<file path="src/rtl/uart_rx_buffer_if.sv">
// Byte-buffer bus between the UART receiver/consumer side and uart_rx_buffer.
// Carries the receive strobe, the drain handshake, occupancy and sticky error flags.
interface uart_rx_buffer_if #(
  parameter int unsigned DEPTH = 16
);
  localparam int unsigned CW = $clog2(DEPTH) + 1;

  logic [7:0]    wr_data;
  logic          wr_en;
  logic          frame_err_in;
  logic [7:0]    rd_data;
  logic          rd_valid;
  logic          rd_ready;
  logic [CW-1:0] count;
  logic          full;
  logic          overflow;
  logic          frame_err;
  logic          err_clr;

  // Driver side: receiver strobe, consumer ready and host error clear.
  modport master (
    output wr_data, wr_en, frame_err_in, rd_ready, err_clr,
    input  rd_data, rd_valid, count, full, overflow, frame_err
  );

  // Buffer side.
  modport slave (
    input  wr_data, wr_en, frame_err_in, rd_ready, err_clr,
    output rd_data, rd_valid, count, full, overflow, frame_err
  );
endinterface

</file>
<file path="src/rtl/uart_rx_buffer.sv">
// Receive-side FWFT byte FIFO: drops framing-error bytes, drains via valid/ready,
// and keeps sticky overflow / framing-error flags for the host.
module uart_rx_buffer #(
  parameter int unsigned DEPTH = 16
) (
  input  logic              clk,
  input  logic              rst_n,
  uart_rx_buffer_if.slave   bus
);
  localparam int unsigned AW = $clog2(DEPTH);
  localparam int unsigned CW = AW + 1;

  logic [7:0]    mem [DEPTH];
  logic [AW-1:0] wp;
  logic [AW-1:0] rp;
  logic [CW-1:0] count_q;
  logic          overflow_q;
  logic          frame_err_q;

  logic          empty_c;
  logic          full_c;
  logic          pop_c;
  logic          push_req_c;
  logic          push_c;
  logic          drop_c;
  logic          ferr_set_c;

  // Handshake decode from registered occupancy.
  always_comb begin
    empty_c    = (count_q == '0);
    full_c     = (count_q == CW'(DEPTH));
    pop_c      = ~empty_c & bus.rd_ready;
    push_req_c = bus.wr_en & ~bus.frame_err_in;
    push_c     = push_req_c & (~full_c | pop_c);
    drop_c     = push_req_c & full_c & ~pop_c;
    ferr_set_c = bus.wr_en & bus.frame_err_in;
  end

  // Storage, pointers and occupancy; reset clears mem so rd_data is never X.
  always_ff @(posedge clk) begin
    if (!rst_n) begin
      for (int i = 0; i < int'(DEPTH); i++) begin
        mem[i] <= 8'h00;
      end
      wp      <= '0;
      rp      <= '0;
      count_q <= '0;
    end else begin
      if (push_c) begin
        mem[wp] <= bus.wr_data;
        wp      <= wp + AW'(1);
      end
      if (pop_c) begin
        rp <= rp + AW'(1);
      end
      case ({push_c, pop_c})
        2'b10:   count_q <= count_q + CW'(1);
        2'b01:   count_q <= count_q - CW'(1);
        default: count_q <= count_q;
      endcase
    end
  end

  // Sticky flags: a setting event in the same cycle overrides err_clr.
  always_ff @(posedge clk) begin
    if (!rst_n) begin
      overflow_q  <= 1'b0;
      frame_err_q <= 1'b0;
    end else begin
      if (drop_c) begin
        overflow_q <= 1'b1;
      end else if (bus.err_clr) begin
        overflow_q <= 1'b0;
      end
      if (ferr_set_c) begin
        frame_err_q <= 1'b1;
      end else if (bus.err_clr) begin
        frame_err_q <= 1'b0;
      end
    end
  end

  assign bus.rd_data   = mem[rp];
  assign bus.rd_valid  = ~empty_c;
  assign bus.full      = full_c;
  assign bus.count     = count_q;
  assign bus.overflow  = overflow_q;
  assign bus.frame_err = frame_err_q;
endmodule

</file>
<file path="src/flat_wrapper.sv">
// flat-port wrapper written by rule: the top's interface ports become plain ports
module uart_rx_buffer_flat 
#(
  parameter int unsigned DEPTH = 16
)
  (clk, rst_n, bus_wr_data, bus_wr_en, bus_frame_err_in, bus_rd_ready, bus_err_clr, bus_rd_data, bus_rd_valid, bus_count, bus_full, bus_overflow, bus_frame_err);
  uart_rx_buffer_if #(.DEPTH(DEPTH)) bus_i ();
  input  logic clk;
  input  logic rst_n;
  input wire logic [$bits(bus_i.wr_data)-1:0] bus_wr_data;
  input wire logic [$bits(bus_i.wr_en)-1:0] bus_wr_en;
  input wire logic [$bits(bus_i.frame_err_in)-1:0] bus_frame_err_in;
  input wire logic [$bits(bus_i.rd_ready)-1:0] bus_rd_ready;
  input wire logic [$bits(bus_i.err_clr)-1:0] bus_err_clr;
  output wire logic [$bits(bus_i.rd_data)-1:0] bus_rd_data;
  output wire logic [$bits(bus_i.rd_valid)-1:0] bus_rd_valid;
  output wire logic [$bits(bus_i.count)-1:0] bus_count;
  output wire logic [$bits(bus_i.full)-1:0] bus_full;
  output wire logic [$bits(bus_i.overflow)-1:0] bus_overflow;
  output wire logic [$bits(bus_i.frame_err)-1:0] bus_frame_err;
  assign bus_i.wr_data = bus_wr_data;
  assign bus_i.wr_en = bus_wr_en;
  assign bus_i.frame_err_in = bus_frame_err_in;
  assign bus_i.rd_ready = bus_rd_ready;
  assign bus_i.err_clr = bus_err_clr;
  assign bus_rd_data = bus_i.rd_data;
  assign bus_rd_valid = bus_i.rd_valid;
  assign bus_count = bus_i.count;
  assign bus_full = bus_i.full;
  assign bus_overflow = bus_i.overflow;
  assign bus_frame_err = bus_i.frame_err;
  uart_rx_buffer #(.DEPTH(DEPTH)) u_core (.clk(clk), .rst_n(rst_n), .bus(bus_i));
endmodule
</file>
<file path="config.mk">
export PLATFORM = sky130hd
export DESIGN_NAME = uart_rx_buffer_flat
export DESIGN_NICKNAME = d
export VERILOG_FILES = /design/src/rtl/uart_rx_buffer_if.sv /design/src/rtl/uart_rx_buffer.sv /design/src/flat_wrapper.sv
export SDC_FILE = /design/constraint.sdc
export NUM_CORES = 1
export LEC_CHECK = 0
export BUFFER_PORTS_ARGS = -buffer_cell sky130_fd_sc_hd__buf_4
export CELL_PAD_IN_SITES_DETAIL_PLACEMENT = 1
export CELL_PAD_IN_SITES_GLOBAL_PLACEMENT = 2
export CORE_ASPECT_RATIO = 0.7
export CORE_MARGIN = 2
export CORE_UTILIZATION = 45
export CTS_BUF_LIST = sky130_fd_sc_hd__clkbuf_4 sky130_fd_sc_hd__clkbuf_8
export CTS_CLUSTER_DIAMETER = 150
export CTS_CLUSTER_SIZE = 16
export DETAILED_ROUTE_END_ITERATION = 6
export PLACE_DENSITY_LB_ADDON = 0.1
export SLEW_MARGIN = 40
export SYNTH_ARGS = -nofsm -noshare
export SYNTH_HDL_FRONTEND = slang
export SYNTH_SLANG_ARGS = --single-unit
</file>
<file path="constraint.sdc">
create_clock -name clk -period 6.8 [get_ports clk]
set_clock_uncertainty 0.05 [all_clocks]
set_input_delay 1.36 -clock clk [delete_from_list [all_inputs] [get_ports clk]]
set_output_delay 1.36 -clock clk [all_outputs]
set_load 0.02 [all_outputs]
</file>
==> qor.csv <==
metric,value,unit
core box area,14700,sq um
setup violators final,0,
Crit path buffers/inverters,2,
Diodes inserted,0,
"FFs w/ async S/R, synth",0,%
"antenna viol nets, final",0,
area growth from synthesis to layout,11.8,%
multi-input logic area,2290,sq um
fin crit share,57.1,%
Rows,37,
die span in y,107,microns
Avg Vias per Cell,5.83,
Post-Synth Simple-Gate Area,15.1,%
peak supply drop,0.117,mV
crit path DAT,4.23,ns
"count leader, synth",nor2_1,
H-tree levels,4,
CP Class,in2reg,
register area,4230,sq um
met3 wire len,1400,microns
CP Max Fanout,9,
post-CTS setup buffers,0,
WL met2,8920,microns
mean area per synthesized cell,13.0,sq um
Clock Path Buffers,2,
DR top layer,met4,
DPL Wire Length,13100,microns
total gr overflow,0,
RSZ-0062 raised after global routing,no,
Yosys reg bits,147,
main combinational cell family by area after synthesis,simple AND/OR/NAND/NOR gates,
XOR/XNOR share of the synthesized area,0.906,%
"Slew Viols, Final",0,
sequential area share after synthesis,62.4,%
GP Congestion,0.800,
largest area contributor in the netlist,edfxtp_1,
"Cell Count, Final, Fillers Out",760,
wire length on met1,8820,microns
Hold Path Class,reg2reg,
initial antenna violation count,0,
"most used cell, CP",ha_1,
final hold viol count,0,
delay of the slowest critical-path stage,0.50,ns
status,finished clean,
cell count after synthesis,519,
clk slew on worst S/H paths,0.09,ns
P per Cell Area,302,nW/um^2
post-place setup slack,2.52,ns
ranking of synthesized cells by area,"edfxtp_1 (57%), mux4_2 (11%), nor2_1 (7.9%)",
Placed Cells incl. Taps,728,
Fmax,0.257,GHz
Critical Path RT,7.14,ns
Reg2Reg Depth,9,
slowest cell on the critical path,and2b_1,
Synth top area share,56.8,%
Final min period,3.89,ns
CTS tree,built,
WHS,0.421,ns
Post-synth EDFFs,128,
TNS Setup,0,ns
fraction of the mapped netlist area in adder cells,1.66,%
Least-Margin Pin Slew,0.811,ns
"delay-heaviest family, CP",simple AND/OR/NAND/NOR gates,
crit start category,input port,
R2R setup slack,3.21,ns
slew margin rel.,45.4,%
number of global-route vias before repair,4621,
clk_lat worst skew,0.45,ns
Reg2Reg Capture Point,u_core.bus.count[4],
CTS Buf Count,17,
global-route wire length before repair,29100,microns
final setup margin,2.91,ns
HP Start,u_core.bus.frame_err,
# Max-Cap Violations,0,
post-synth cell types,44,
YS warnings,0,
mux share of post-synthesis cell area,11.2,%
Via Count,4431,
Post-synth top cells,"nor2_1 (142), edfxtp_1 (128), nand2_1 (47)",
Mapped Area,6760,sq um
layout cell share with drive strength beyond 1,21.8,%
CTS sink count,147,
die area,16000,sq um
hold_buf cts,0,
Setup crit end kind,flop,
CP Cell Sequence,buf_4 > and2b_1 > o31a_1 > inv_1 > ha_1 > ha_1 > o21ai_0 > or3_1 > a2111oi_0 > nand4b_1,
per-cell routed wire length,25.6,microns
I/O Pins,31,
synthesized net count,542,
total global-route track usage,26.1,%
Worst R2R Start,u_core.bus.count[0],
initial core utilization,46.1,%
leak pwr,0.00263,uW
largest net degree at the start of global routing,33,
final wirelength,19500,microns
CTS root buf,clkbuf_8,
Fillers,1500,
Die Span X,151,microns
1st-pass router iterations,5,
# nets final,575,
Initial DRC Count,414,
total power,2280,uW
WHS Endpoint,u_core.bus.frame_err,
# DRC,0,
ys flop type,edfxtp_1,
Hold Path Depth,2,
"Gates resized, CTS repair",0,
Synth Area in Compound Gates,4.81,%
Buffers on Ports,30,
-- worst reg2reg max path: stages, from the launching register on --
cell	delay [ns]
dfxtp_1	0.39
or4_1	0.72
o21ai_1	0.53
inv_1	0.14
ha_1	0.33
ha_1	0.40
o21ai_0	0.10
or3_1	0.36
a2111oi_0	0.35
nand4b_1	0.15
-- cell families (layout without fill, tap and decap cells) --
logic type	after synthesis	in the layout
muxes	36	36
buffers and inverters	43	89
DFF	147	147
AOI/OAI and AO/OA	49	49
xor gates and xnor gates	7	7
adders and majority gates	9	9
and+or+nand+nor	228	228
-- power breakdown --
group,switching [uW],internal [uW],leakage (uW)
registers,35.0,1030,0.00148
logic,301,208,0.000935
clock network,359,352,0.000214
-- metrics by stage --
step                      instance area (sq um)  utilization [%]
after global routing                       7560             51.5
after detailed placement                   7150             48.8
after floorplan                            6760                -
final                                      7560             51.5
after global placement                     7150             48.7
after CTS                                  7560             51.5
-- registers in the layout, summed over array words and instances, names as in the netlist, named ones only --
register              count
u_core.bus.overflow       1
u_core.bus.frame_err      1
u_core.rp                 4
u_core.mem              128
u_core.bus.count          5
u_core.wp                 4
-- cell usage in the layout (no fill, tap or decap), drive strengths merged --
cell	instances
dfxtp	19
o21a	2
and3	1
nor2	142
and2	5
a21oi	2
xnor2	2
a21o	1
nor2b	2
a31oi	1
nand4b	3
edfxtp	128
o31a	2
bufinv	2
inv	16
xor2	5
mux4	32
clkinv	4
and2b	1
mux2i	4
buf	48
a32oi	1
or4	1
ha	9
a2111oi	1
nand3b	4
nor3	2
nand3	4
nand4	4
o211ai	2
o311ai	1
nand2	47
o21ai	20
a22oi	16
or2	1
nand4bb	1
clkbuf	19
nand2b	7
or3	3
-- final cells by class --
type	instances	area share [%]
multi-input cells	329	30.3
inverters	9	0.447
repair buffers	48	4.77
clock inverters	13	1.92
clock buffers	19	3.46
well taps	195	3.23
flip-flops and latches	147	55.9
-- how the worst max path moves through the flow --
stage	cells after the start	from	end	slack, ns
final	10	bus_frame_err_in	u_core.bus.count[4]	2.91
after floorplan	12	bus_frame_err_in	u_core.bus.count[4]	2.83
after global routing	5	flop	bus_rd_data[5]	2.74
after CTS	5	flop	bus_rd_data[5]	2.87
after global placement	10	bus_frame_err_in	u_core.bus.count[4]	2.60
after detailed placement	10	bus_frame_err_in	u_core.bus.count[4]	2.52
-- layer usage --
layer | up-vias | track usage, %
li1 | 1955 | -
met1 | 2281 | 37.9
met2 | 165 | 39.1
met3 | 30 | 6.72
met4 | 0 | 7.68
met5 | - | 0
No activity file was read; power rests on OpenSTA's default activity.
